==> config.mk <==
export PLATFORM = sky130hd
export DESIGN_NAME = clock_mode_ctrl
export DESIGN_NICKNAME = d
export VERILOG_FILES = /design/src/rtl/clock_pkg.sv /design/src/rtl/clock_mode_ctrl_btn_edge.sv /design/src/rtl/clock_mode_ctrl.sv
export SDC_FILE = /design/constraint.sdc
export NUM_CORES = 1
export LEC_CHECK = 0
export ABC_AREA = 1
export CAP_MARGIN = 20
export CORE_MARGIN = 5
export CORE_UTILIZATION = 28
export DETAILED_ROUTE_END_ITERATION = 7
export GPL_ROUTABILITY_DRIVEN = 0
export SLEW_MARGIN = 10
export SYNTH_ARGS = -nofsm -noshare
export SYNTH_HDL_FRONTEND = slang
export SYNTH_HIERARCHICAL = 1
export SYNTH_SLANG_ARGS = --single-unit
==> constraint.sdc <==
create_clock -name CLK -period 2.3 [get_ports CLK]
set_clock_uncertainty 0.05 [all_clocks]
set_input_delay 0.46 -clock CLK [delete_from_list [all_inputs] [get_ports CLK]]
set_output_delay 0.46 -clock CLK [all_outputs]
set_load 0.01 [all_outputs]
==> src/rtl/clock_pkg.sv <==
// Shared encodings for the LCD clock: STATE bus values, button codes and menu items.
// Imported by the mode sequencer and the time/timezone set blocks.
package clock_pkg;

    typedef enum logic [3:0] {
        ST_INITIAL_DELAY = 4'b0000,
        ST_FUNCTION_SET  = 4'b0001,
        ST_INITIAL_SETUP = 4'b0010,
        ST_CLEAR_SCREEN  = 4'b0011,
        ST_SETUP         = 4'b0100,
        ST_TIME_SET      = 4'b0101,
        ST_TZ_SET        = 4'b0110,
        ST_LINE1         = 4'b1000,
        ST_LINE2         = 4'b1001
    } state_e;

    localparam logic [4:0] BTN_NONE   = 5'b00000;
    localparam logic [4:0] BTN_UP     = 5'b10000;
    localparam logic [4:0] BTN_DOWN   = 5'b01000;
    localparam logic [4:0] BTN_CENTER = 5'b00100;
    localparam logic [4:0] BTN_LEFT   = 5'b00010;
    localparam logic [4:0] BTN_RIGHT  = 5'b00001;

    localparam logic MENU_TIME = 1'b0;
    localparam logic MENU_TZ   = 1'b1;

endpackage

==> src/rtl/clock_mode_ctrl_btn_edge.sv <==
// Rising-edge press detector for the 5-way buttons; press_valid flags a
// single-button press so chorded presses can be ignored by the consumer.
module btn_edge (
    input  logic       clk,
    input  logic       rst_n,
    input  logic [4:0] buttons,
    output logic [4:0] press,
    output logic       press_valid
);

    logic [4:0] btn_prev_q;
    logic [4:0] btn_prev_d;

    always_comb begin
        btn_prev_d  = buttons;
        press       = (btn_prev_q ^ buttons) & buttons;
        press_valid = (press != '0) && ((press & (press - 5'd1)) == '0);
    end

    always_ff @(posedge clk or negedge rst_n) begin
        if (!rst_n) begin
            btn_prev_q <= '0;
        end else begin
            btn_prev_q <= btn_prev_d;
        end
    end

endmodule

==> src/rtl/clock_mode_ctrl.sv <==
// Mode sequencer for the LCD clock: power-up command phases, LINE1/LINE2 refresh,
// hold-CENTER menu entry, menu selection and one-cycle load strobes from set flags.
module clock_mode_ctrl
    import clock_pkg::*;
#(
    parameter int unsigned INIT_DELAY_CYCLES = 100,
    parameter int unsigned CMD_CYCLES        = 4,
    parameter int unsigned LINE_CYCLES       = 8,
    parameter int unsigned HOLD_CYCLES       = 50,
    parameter int unsigned TIMEOUT_CYCLES    = 1000
) (
    input  logic       CLK,
    input  logic       RESETN,
    input  logic [4:0] BUTTONS,
    input  logic       TIME_SET_FLAG,
    input  logic       TZ_SET_FLAG,
    output logic [3:0] STATE,
    output logic       MENU_SEL,
    output logic       CLOCK_LOAD,
    output logic       TZ_LOAD
);

    localparam int unsigned DWELL_MAX =
        (INIT_DELAY_CYCLES > CMD_CYCLES) ?
            ((INIT_DELAY_CYCLES > LINE_CYCLES) ? INIT_DELAY_CYCLES : LINE_CYCLES) :
            ((CMD_CYCLES > LINE_CYCLES) ? CMD_CYCLES : LINE_CYCLES);
    localparam int unsigned DWELL_W = $clog2(DWELL_MAX + 1);
    localparam int unsigned HOLD_W  = $clog2(HOLD_CYCLES + 1);
    localparam int unsigned IDLE_W  = $clog2(TIMEOUT_CYCLES + 1);

    state_e              state_q, state_d;
    logic [DWELL_W-1:0]  dwell_q, dwell_d;
    logic [HOLD_W-1:0]   hold_q, hold_d;
    logic [IDLE_W-1:0]   idle_q, idle_d;
    logic                menu_sel_q, menu_sel_d;
    logic                clock_load_q, clock_load_d;
    logic                tz_load_q, tz_load_d;
    logic                wait_release_q, wait_release_d;
    logic                time_flag_prev_q, tz_flag_prev_q;

    logic [4:0]          press;
    logic                press_valid;
    logic                dwell_done;
    logic                accepted;

    btn_edge u_btn_edge (
        .clk         (CLK),
        .rst_n       (RESETN),
        .buttons     (BUTTONS),
        .press       (press),
        .press_valid (press_valid)
    );

    always_comb begin
        dwell_done = 1'b0;
        case (state_q)
            ST_INITIAL_DELAY: dwell_done = (dwell_q == DWELL_W'(INIT_DELAY_CYCLES - 1));
            ST_FUNCTION_SET,
            ST_INITIAL_SETUP,
            ST_CLEAR_SCREEN:  dwell_done = (dwell_q == DWELL_W'(CMD_CYCLES - 1));
            ST_LINE1,
            ST_LINE2:         dwell_done = (dwell_q == DWELL_W'(LINE_CYCLES - 1));
            default:          dwell_done = 1'b0;
        endcase
    end

    always_comb begin
        state_d        = state_q;
        menu_sel_d     = menu_sel_q;
        clock_load_d   = 1'b0;
        tz_load_d      = 1'b0;
        wait_release_d = wait_release_q;
        hold_d         = '0;
        idle_d         = '0;
        accepted       = press_valid && !((press == BTN_CENTER) && wait_release_q);

        case (state_q)
            ST_INITIAL_DELAY: if (dwell_done) state_d = ST_FUNCTION_SET;
            ST_FUNCTION_SET:  if (dwell_done) state_d = ST_INITIAL_SETUP;
            ST_INITIAL_SETUP: if (dwell_done) state_d = ST_CLEAR_SCREEN;
            ST_CLEAR_SCREEN:  if (dwell_done) state_d = ST_LINE1;
            ST_LINE1, ST_LINE2: begin
                // hold count spans LINE1/LINE2 swaps; only a non-CENTER input clears it
                if (BUTTONS == BTN_CENTER) hold_d = hold_q + 1'b1;
                if (dwell_done) state_d = (state_q == ST_LINE1) ? ST_LINE2 : ST_LINE1;
                if ((BUTTONS == BTN_CENTER) && (hold_q == HOLD_W'(HOLD_CYCLES - 1))) begin
                    state_d        = ST_SETUP;
                    wait_release_d = 1'b1;
                    menu_sel_d     = MENU_TIME;
                end
            end
            ST_SETUP: begin
                idle_d = idle_q + 1'b1;
                if (BUTTONS == BTN_NONE) wait_release_d = 1'b0;
                if (accepted) begin
                    idle_d = '0;
                    case (press)
                        BTN_UP, BTN_DOWN: menu_sel_d = ~menu_sel_q;
                        BTN_CENTER:       state_d = (menu_sel_q == MENU_TZ) ? ST_TZ_SET : ST_TIME_SET;
                        BTN_LEFT:         state_d = ST_CLEAR_SCREEN;
                        default:          ;
                    endcase
                end else if (idle_q == IDLE_W'(TIMEOUT_CYCLES - 1)) begin
                    state_d = ST_CLEAR_SCREEN;
                end
            end
            ST_TIME_SET: begin
                if (TIME_SET_FLAG && !time_flag_prev_q) begin
                    clock_load_d = 1'b1;
                    state_d      = ST_CLEAR_SCREEN;
                end
            end
            ST_TZ_SET: begin
                if (TZ_SET_FLAG && !tz_flag_prev_q) begin
                    tz_load_d = 1'b1;
                    state_d   = ST_CLEAR_SCREEN;
                end
            end
            default: state_d = ST_INITIAL_DELAY;
        endcase

        dwell_d = (state_d != state_q) ? '0 : dwell_q + 1'b1;
    end

    always_ff @(posedge CLK or negedge RESETN) begin
        if (!RESETN) begin
            state_q          <= ST_INITIAL_DELAY;
            dwell_q          <= '0;
            hold_q           <= '0;
            idle_q           <= '0;
            menu_sel_q       <= MENU_TIME;
            clock_load_q     <= 1'b0;
            tz_load_q        <= 1'b0;
            wait_release_q   <= 1'b0;
            time_flag_prev_q <= 1'b0;
            tz_flag_prev_q   <= 1'b0;
        end else begin
            state_q          <= state_d;
            dwell_q          <= dwell_d;
            hold_q           <= hold_d;
            idle_q           <= idle_d;
            menu_sel_q       <= menu_sel_d;
            clock_load_q     <= clock_load_d;
            tz_load_q        <= tz_load_d;
            wait_release_q   <= wait_release_d;
            time_flag_prev_q <= TIME_SET_FLAG;
            tz_flag_prev_q   <= TZ_SET_FLAG;
        end
    end

    assign STATE      = state_q;
    assign MENU_SEL   = menu_sel_q;
    assign CLOCK_LOAD = clock_load_q;
    assign TZ_LOAD    = tz_load_q;

endmodule

==> qor.yml, run 1 <==
status:
  outcome: "complete, no violations"
global_route:
  grt_max_degree: 22
  grt_pass1_vias: 1816
  grt_usage: 0.09856
  antenna_found_initial: 0
  grt_overflow: 0
  grt_pass1_wl_um: 7700
routing:
  wl_met1_um: 1969
  num_vias: 1802
  vias_per_cell: 4.210
  routed.top_layer: "met4"
  firstDrtPassIters: 4
  drc: 0
  finalWirelength_um: 4230
  first_iter_violations: 35
  dr_wl_met3_um: 132
  wire_per_inst_um: 9.883
  antenna_left: 0
  wl_met2_um: 2056
finish:
  fin_area_um2: 2651
  drive_gt1_frac: 0.1871
  n_antenna_cell: 0
  nets: 338
  syn2layout_area_growth_pct: 23.13
  fin_cells: 428
floorplan:
  num_io_pins: 16
  die_area_um2: 9544
  coreArea_um2: 7607
  rows: 32
  die_x_um: 97.70
  die_y_um: 97.70
  start_util: 0.2831
clock_network:
  cts_tree: "yes"
  path_clk_slew_ps: 80
  h-tree-depth: 2
  clock-sinks: 38
  numCtsBuffers: 5
  cts_hold_buf: 0
  cts_buffer_depth: 2
  clk_latency_ps: 290
  cts_root_buf: "clkbuf_8"
placement:
  place_inst: 420
  hpwlAfterDp_um: 3294
  port_buffers: 15
  placed_area_um2: 2520
critical_path:
  crit_type: "in -> reg"
  path_cells: "clkdlybuf4s50_1 > nand2_2 > nand2_2 > inv_1 > nand2_1 > nand2_1 > nand2_1 > nor2_2 > nand2_1 > nor2_2 > nor2_1 > nand2_1 > nand3_1 > nand2_1 > nand2_1 > nor2_2 > nand2_4 > nor2_1"
  startpoint_type: "input pin"
  timing.rr.start: "STATE[1]$_DFF_PN0_"
  path_common_cell: "nand2_1"
  slowest_delay_ps: 450
  worstReg2RegEnd: "dwell_q[3]$_DFF_PN0_"
  path_buf_inv: 2
  cp.arrival_ps: 2260
  crit_path_end_kind: "flop"
  required_ps: 2470
  critPathSlowestCell: "clkdlybuf4s50_1"
  cp.depth: 18
  r2r_slack_ps: 340
  crit_path_max_fanout: 7
  critPathTopFamily: "simple AND/OR/NAND/NOR gates"
  reg2reg_depth: 13
power_and_ir_drop:
  p_total_mw: 1.252
  clkPwrFrac: 0.381
  p_int_uw: 958.1
  power_switching_share: 0.2347
  pwr-share-seq: 0.540
  irDropWorstVdd_mv: 0.1857
  power_density_nw_per_um2: 472.2
  switching_power_uw: 293.9
  p_comb_frac: 0.079
  leakagePower_nw: 1.343
yosys:
  syn_area_um2: 2153
  synth_area_leaders: "dfrtp_1 44%, nand2_1 11%, nor2_1 9.1%, inv_1 8.2%, nand3_1 4.2%"
  netlist.area_leader.share: 0.4416
  synthAdderAreaFrac: 0.02324
  synthCells: 290
  synthArstFlopShare: 1.000
  synth_compound_area_frac: 0.03428
  synth-simple-area-share: 0.3568
  synthFlopType: "dfrtp_1"
  ys_top_cells_by_count: "64 x nand2_1, 52 x nor2_1, 47 x inv_1"
  yosys_warnings: 6
  ys_types: 24
  syn_avg_cell_area_um2: 7.425
  synth.net_count: 303
  seq_area_frac_synth: 0.4416
  synth_top_family_by_area: "simple AND/OR/NAND/NOR gates"
  ys_seq_elements: 38
  synth_area_leader_cell: "dfrtp_1"
  muxShareOfSynthArea: 0
  synth-xor-area-share: 0.04474
  synth.most_common_cell: "nand2_1"
  synth_edf_count: 0
sta:
  tns_ps: 0
  setup_viol: 0
  min_period_ps: 2095
  tightest_slew_ps: 474.4
  rsz0062_at_grt: "false"
  timing_hold_violations_final: 0
  fmax_mhz: 477.4
  fin_crit_sh: 0.9107
  drv_slew: 0
  hold_ws_ps: 69.65
  slew_headroom: 0.6837
worst_hold_path:
  min_path_type: "in -> async"
flow_run:
  cap_violations: 0
## registers in the layout (all words and copies together) (netlist names)
signal and flops:
TZ_LOAD 1, wait_release_q 1, CLOCK_LOAD 1, time_flag_prev_q 1, u_btn_edge/btn_prev_q 5, dwell_q 7
MENU_SEL 1, hold_q 6, idle_q 10, tz_flag_prev_q 1, STATE 4
## metrics by stage
stage,setup slack (ps),util
3_3_place_gp,-129.2,0.3313
6_report,205.4,0.3485
4_1_cts,147.5,0.3433
3_5_place_dp,-151.3,0.3313
5_1_grt,1.506,0.3485
2_1_floorplan,476.0,-
## metal layers
metal / vias up / track usage
met4: 0 / 0.03514
met1: 821 / 0.1153
met2: 14 / 0.1708
li1: 961 / -
met3: 6 / 0.02872
met5: - / 0
## power by group through the flow
stage / Sequential, mW / Combinational (mW) / Clock (mW)
final: 0.676 / 0.0994 / 0.477
after floorplan: 0.689 / 0.0424 / 0
after detailed placement: 0.689 / 0.0948 / 0
after CTS: 0.675 / 0.0951 / 0.500
after global placement: 0.689 / 0.0940 / 0
after global routing: 0.676 / 0.114 / 0.531
## cell families after synthesis
group / count (synthesis)
xor+xnor: 11
simple gates: 170
buf+inv: 53
flops: 38
compound gates: 14
fa+ha+maj: 4
## layout by cell type (no fill, tap or decap), types with 2 or more instances in the layout
master and instances:
a21oi_1 6, buf_4 16, clkbuf_8 6, clkdlybuf4s50_1 12
dfrtp_1 38, dlymetal6s2s_1 2, ha_1 4, inv_1 44
inv_2 6, nand2_1 62, nand2_2 10, nand3_1 17
nand3_2 4, nand4_1 5, nor2_1 44, nor2_2 13
nor2_4 3, nor3_1 8, nor4_1 2, o21ai_0 5
xnor2_1 3, xor2_1 8
## worst max-delay path by stage
stage | from | end
global placement | BUTTONS[0] | dwell_q[4]$_DFF_PN0_
detailed placement | BUTTONS[1] | dwell_q[3]$_DFF_PN0_
CTS | BUTTONS[1] | dwell_q[3]$_DFF_PN0_
global route | BUTTONS[0] | dwell_q[3]$_DFF_PN0_
floorplan | BUTTONS[2] | dwell_q[0]$_DFF_PN0_
finish | BUTTONS[1] | dwell_q[3]$_DFF_PN0_
## layout make-up
type                       instances  area [um^2]
inverter                          50        187.7
timing repair buffer              31        270.3
tap                              102        127.6
clock inverter                     1        5.005
fill                             795         4956
multi-input combinational        199         1023
clock buffer                       7        86.33
sequential                        38        950.9
## timing repair
action | in CTS | in global routing
resized for setup | 0 | 17
buffers inserted | 0 | 0
endpoints found under the setup margin | 0 | 7
No activity file was read; power rests on OpenSTA's default activity.
==> run 2, diff against run 1 <==
Settings changed: CORE_ASPECT_RATIO from default to 0.8, CTS_BUF_LIST from default to sky130_fd_sc_hd__clkbuf_4 sky130_fd_sc_hd__clkbuf_8 sky130_fd_sc_hd__clkbuf_16.
==> run 2 against run 1 <==
  * Fmax decreased by 0.58%
  * Count of clock-buffer cells in the layout down 1
  * Power grew 1.3%
  * Sequential power is essentially flat
  * Worst setup slack got worse by 12 ps
  * Die area grew 0.11%
  * Global-route usage grew 0.39 points
  * Sequential share of layout area shrank 0.53 points
  * Register-to-register slack got worse by 30 ps
  * Critical endpoint is now dwell_q[1]$_DFF_PN0_
  * Highest routed layer unchanged
==> qor.yml, run 2 (synthesized netlist as in run 1, its figures left out) <==
status:
  outcome: "complete, no violations"
finish:
  n_antenna_cell: 0
  top_regs: "idle_q x10, dwell_q x7, hold_q x6"
  final_core_util: 0.3607
  regMostFlops: "idle_q"
  syn2layout_area_growth_pct: 24.99
  layout_commonest_cell: "nand2_1"
  nets: 342
  largest_reg_flops: 10
  drive_gt1_frac: 0.1879
  layout_common_cells: "63 x nand2_1, 47 x inv_1, 44 x nor2_1"
floorplan:
  rows: 28
  start_util: 0.2886
  die_area_um2: 9555
  coreArea_um2: 7462
  die_x_um: 108.0
  die_y_um: 88.44
  num_io_pins: 16
clock_network:
  cts_tree: "yes"
  cts_buffer_depth: 2
  numCtsBuffers: 5
  cts_root_buf: "clkbuf_8"
  clock-sinks: 38
  path_clk_slew_ps: 80
  clk_latency_ps: 290
  h-tree-depth: 2
  post_cts_buffers: 0
global_route:
  grt_pass1_vias: 1748
  grt_overflow: 0
  antenna_found_initial: 0
  grt_pass1_wl_um: 7803
  grt_usage: 0.1025
  grt_max_degree: 18
critical_path:
  critPathTopFamily: "simple AND/OR/NAND/NOR gates"
  path_common_cell: "nor2_1"
  path_buf_inv: 3
  slowest_delay_ps: 430
  cp.arrival_ps: 2280
  crit_path_max_fanout: 7
  path_cells: "clkdlybuf4s50_1 > nand2_2 > inv_1 > nor2_1 > nand3_2 > o21ai_0 > inv_1 > nor2_1 > nor2_1 > nor2_2 > nor2_1 > nor2_2 > nand2_4 > nor2_1"
  crit_path_end_kind: "flop"
  startpoint_type: "input pin"
  critPathSlowestCell: "clkdlybuf4s50_1"
  crit_type: "in -> reg"
  required_ps: 2470
sta:
  timing_hold_violations_final: 0
  tns_ps: 0
  fmax_mhz: 474.6
  fin_crit_sh: 0.9160
  tightest_slew_ps: 388.9
  min_period_ps: 2107
  slew_headroom: 0.7407
  drv_slew: 0
  setup_viol: 0
placement:
  hpwlAfterDp_um: 3413
  port_buffers: 15
routing:
  finalWirelength_um: 4376
  drc: 0
  vias_per_cell: 4.221
  antenna_left: 0
  first_iter_violations: 125
  wire_per_inst_um: 10.06
  firstDrtPassIters: 4
  num_vias: 1836
worst_hold_path:
  min_path_type: "in -> reg"
power_and_ir_drop:
  power_density_nw_per_um2: 471.3
  leakagePower_nw: 1.360
  p_total_mw: 1.269
  irDropWorstVdd_mv: 0.1712
flow_run:
  cap_violations: 0
## run 2: area by class of cell
type                       instances  area [um^2]
multi-input combinational        199         1026
tap                              105        131.4
sequential                        38        950.9
clock inverter                     2        12.51
timing repair buffer              35        300.3
inverter                          50        187.7
fill                             777         4771
clock buffer                       6        82.58
## run 2: layer usage
layer | global-route usage | vias to the layer above | share of wire
li1 | - | 970 | -
met1 | 0.1362 | 831 | 0.50
met2 | 0.1670 | 30 | 0.45
met3 | 0.02042 | 5 | 0.040
met4 | 0.03784 | 0 | 0.013
met5 | 0 | - | 0
## run 2: repair_timing
| item | CTS | global route |
|---|---|---|
| resized for setup | 0 | 13 |
| hold endpoints to repair | 10 | 0 |
| hold buffers | 1 | 0 |
| endpoints found under the setup margin | 0 | 7 |
## run 2: stage by stage
| stage | setup WS [ps] | area [um^2] | hold slack (ps) | std cells |
|---|---|---|---|---|
| finish | 193.1 | 2691 | 390.2 | 435 |
| global route | -15.18 | 2691 | 405.2 | 435 |
| detailed placement | -223.3 | 2546 | 298.8 | 426 |
| floorplan | 476.0 | 2153 | 114.4 | 290 |
| CTS | 75.57 | 2651 | 423.6 | 435 |
| global placement | -204.7 | 2546 | 301.5 | 426 |
## run 2: path summary, 6_finish.rpt
kind                                           from                            endpoint  slack (ps)  cells after the start
worst max register to register   STATE[3]$_DFF_PN0_                dwell_q[1]$_DFF_PN0_         310                     11
worst min register to register  idle_q[0]$_DFF_PN0_                 idle_q[0]$_DFF_PN0_         420                      1
max in group asynchronous                    RESETN                dwell_q[6]$_DFF_PN0_        1170                      3
worst max-delay path                     BUTTONS[3]                dwell_q[1]$_DFF_PN0_         190                     14
worst min-delay path                     BUTTONS[2]  u_btn_edge/btn_prev_q[2]$_DFF_PN0_         390                      2
min in group asynchronous                    RESETN                 idle_q[5]$_DFF_PN0_         510                      2
## run 2: power by group
group          switching [mW]  leakage (nW)  internal [mW]  total [mW]
sequential            0.00201         0.500          0.674       0.676
combinational          0.0571         0.813         0.0460       0.103
clock                   0.249        0.0472          0.241       0.490
total                   0.308          1.36          0.961        1.27
==> run 3, diff against run 2 <==
Settings changed: CORE_UTILIZATION 28 to 50, PLACE_DENSITY from default to 0.7.
==> run 3 against run 2 <==
  * First-iteration DRC count decreased by 4.8%
  * Count of clock-buffer cells in the layout shrank 1
  * Non-clock buffer count rose by 3
  * Die area decreased by 40%
  * Utilization up 28 points
  * Flip-flop and latch count did not move
  * Power increased by 7.6%
  * Critical endpoint is now dwell_q[2]$_DFF_PN0_
  * Combinational power rose by 13%
  * Via count up 1.0%
  * The flow now finishes with violations (hold timing)
  * Global-route usage is 7.4 points higher
  * Cell count decreased by 10%
==> qor.yml, run 3 (synthesized netlist as in run 1, its figures left out) <==
floorplan:
  start_util: 0.5154
  die_area_um2: 5727
  rows: 21
  num_io_pins: 16
  die_y_um: 68.70
  die_x_um: 83.37
  coreArea_um2: 4178
finish:
  multiInputGateArea_um2: 1028
  regMostFlops: "idle_q"
  fin_cells: 390
  drive_gt1_frac: 0.2012
  n_antenna_cell: 0
  largest_reg_flops: 10
  fillers: 363
  nets: 345
  layout_common_cells: "63 x nand2_1, 45 x inv_1, 45 x nor2_1"
  layout_commonest_cell: "nand2_1"
  register_area_um2: 950.9
  top_regs: "idle_q x10, dwell_q x7, hold_q x6"
  syn2layout_area_growth_pct: 23.77
sta:
  fin_crit_sh: 0.9298
  drv_slew: 0
  slew_headroom: 0.7608
  tightest_slew_ps: 355.5
  hold_ws_ps: -7.315
  min_period_ps: 2139
  fmax_mhz: 467.6
  timing_hold_violations_final: 12
  setup_viol: 0
power_and_ir_drop:
  switching_power_uw: 318.6
  p_comb_frac: 0.085
  leakagePower_nw: 1.371
  irDropWorstVdd_mv: 0.3621
  clkPwrFrac: 0.420
  power_switching_share: 0.2335
  p_total_mw: 1.364
  p_int_mw: 1.046
  power_density_nw_per_um2: 512.0
  pwr-share-seq: 0.495
global_route:
  grt_pass1_wl_um: 7859
  grt_usage: 0.1764
  grt_pass1_vias: 1767
  grt_max_degree: 16
  antenna_found_initial: 0
  grt_overflow: 0
critical_path:
  crit_start: "BUTTONS[2]"
  crit_path_max_fanout: 7
  critPathCapture: "dwell_q[2]$_DFF_PN0_"
  cp.arrival_ps: 2320
  r2r_slack_ps: 380
  required_ps: 2480
  startpoint_type: "input pin"
  crit_type: "in -> reg"
  worstReg2RegEnd: "dwell_q[2]$_DFF_PN0_"
  crit_path_end_kind: "flop"
  timing.rr.start: "STATE[1]$_DFF_PN0_"
  reg2reg_depth: 13
routing:
  num_vias: 1855
  vias_per_cell: 4.756
  firstDrtPassIters: 4
  finalWirelength_um: 4560
  first_iter_violations: 119
  wire_per_inst_um: 11.69
  antenna_left: 0
  drc: 0
status:
  violations: "hold timing"
  outcome: "complete, but fails checks"
clock_network:
  h-tree-depth: 2
  numCtsBuffers: 5
  cts_hold_buf: 0
  clk_latency_ps: 300
  path_clk_slew_ps: 80
  clock-sinks: 38
  cts_tree: "yes"
  cts_root_buf: "clkbuf_8"
  cts_buffer_depth: 2
flow_run:
  cap_violations: 0
placement:
  hpwlAfterDp_um: 3354
  place_inst: 381
  port_buffers: 15
worst_hold_path:
  min_path_type: "in -> async"
run 3: through the flow:
step	setup slack (ps)	utilization	area (um^2)	hold slack [ps]	TNS (ps)
after floorplan	476.0	-	2153	114.4	0
after global placement	-121.7	0.6005	2509	318.3	-846.1
after detailed placement	-162.7	0.6005	2509	324.2	-1092
after CTS	91.92	0.6265	2618	3.589	0
after global routing	-36.53	0.6379	2665	5.372	-95.13
final	161.5	0.6379	2665	-7.315	0
run 3: worst min path at each step:
stage                                      end   start  cells past startpoint
after global placement     idle_q[0]$_DFF_PN0_  RESETN                      1
after floorplan           CLOCK_LOAD$_DFF_PN0_  RESETN                      0
after CTS                   STATE[2]$_DFF_PN0_  RESETN                      1
after global routing       idle_q[6]$_DFF_PN0_  RESETN                      1
after detailed placement   idle_q[0]$_DFF_PN0_  RESETN                      1
final                       STATE[2]$_DFF_PN0_  RESETN                      1
run 3: power by group through the flow:
stage | combinational (mW) | sequential [mW] | clock [mW]
detailed placement | 0.104 | 0.689 | 0
global placement | 0.102 | 0.688 | 0
CTS | 0.105 | 0.675 | 0.578
finish | 0.116 | 0.676 | 0.573
global route | 0.130 | 0.677 | 0.615
floorplan | 0.0424 | 0.689 | 0
run 3: layout make-up:
type                            instances  area share
Timing Repair Buffer                   38      0.1192
Clock inverter                          3     0.01502
Multi-Input combinational cell        199      0.3859
Sequential cell                        38      0.3568
Clock buffer                            5     0.02582
Inverter                               50     0.07042
Tap cell                               57     0.02676
run 3: worst max-delay path: stages:
cell and delay (ps):
clkdlybuf4s50_1 510, inv_1 60, nor2_2 90, buf_4 140
nand4_1 140, nand2_2 130, nand3_1 110, nand2_1 80
nor2_1 40, nor2_2 120, nor2_1 60, nor2_2 140
nand2_4 90, nor2_1 110
run 3: timing repair:
item	in CTS	in global routing
setup buffers	0	1
endpoints found under the setup margin	0	7
gates resized for setup	0	15
run 3: per-layer routing:
metal,up-vias,global-route usage,part of all wire
li1,972,-,-
met1,835,0.2306,0.48
met2,39,0.2850,0.45
met3,9,0.03563,0.046
met4,0,0.08776,0.019
met5,-,0,0
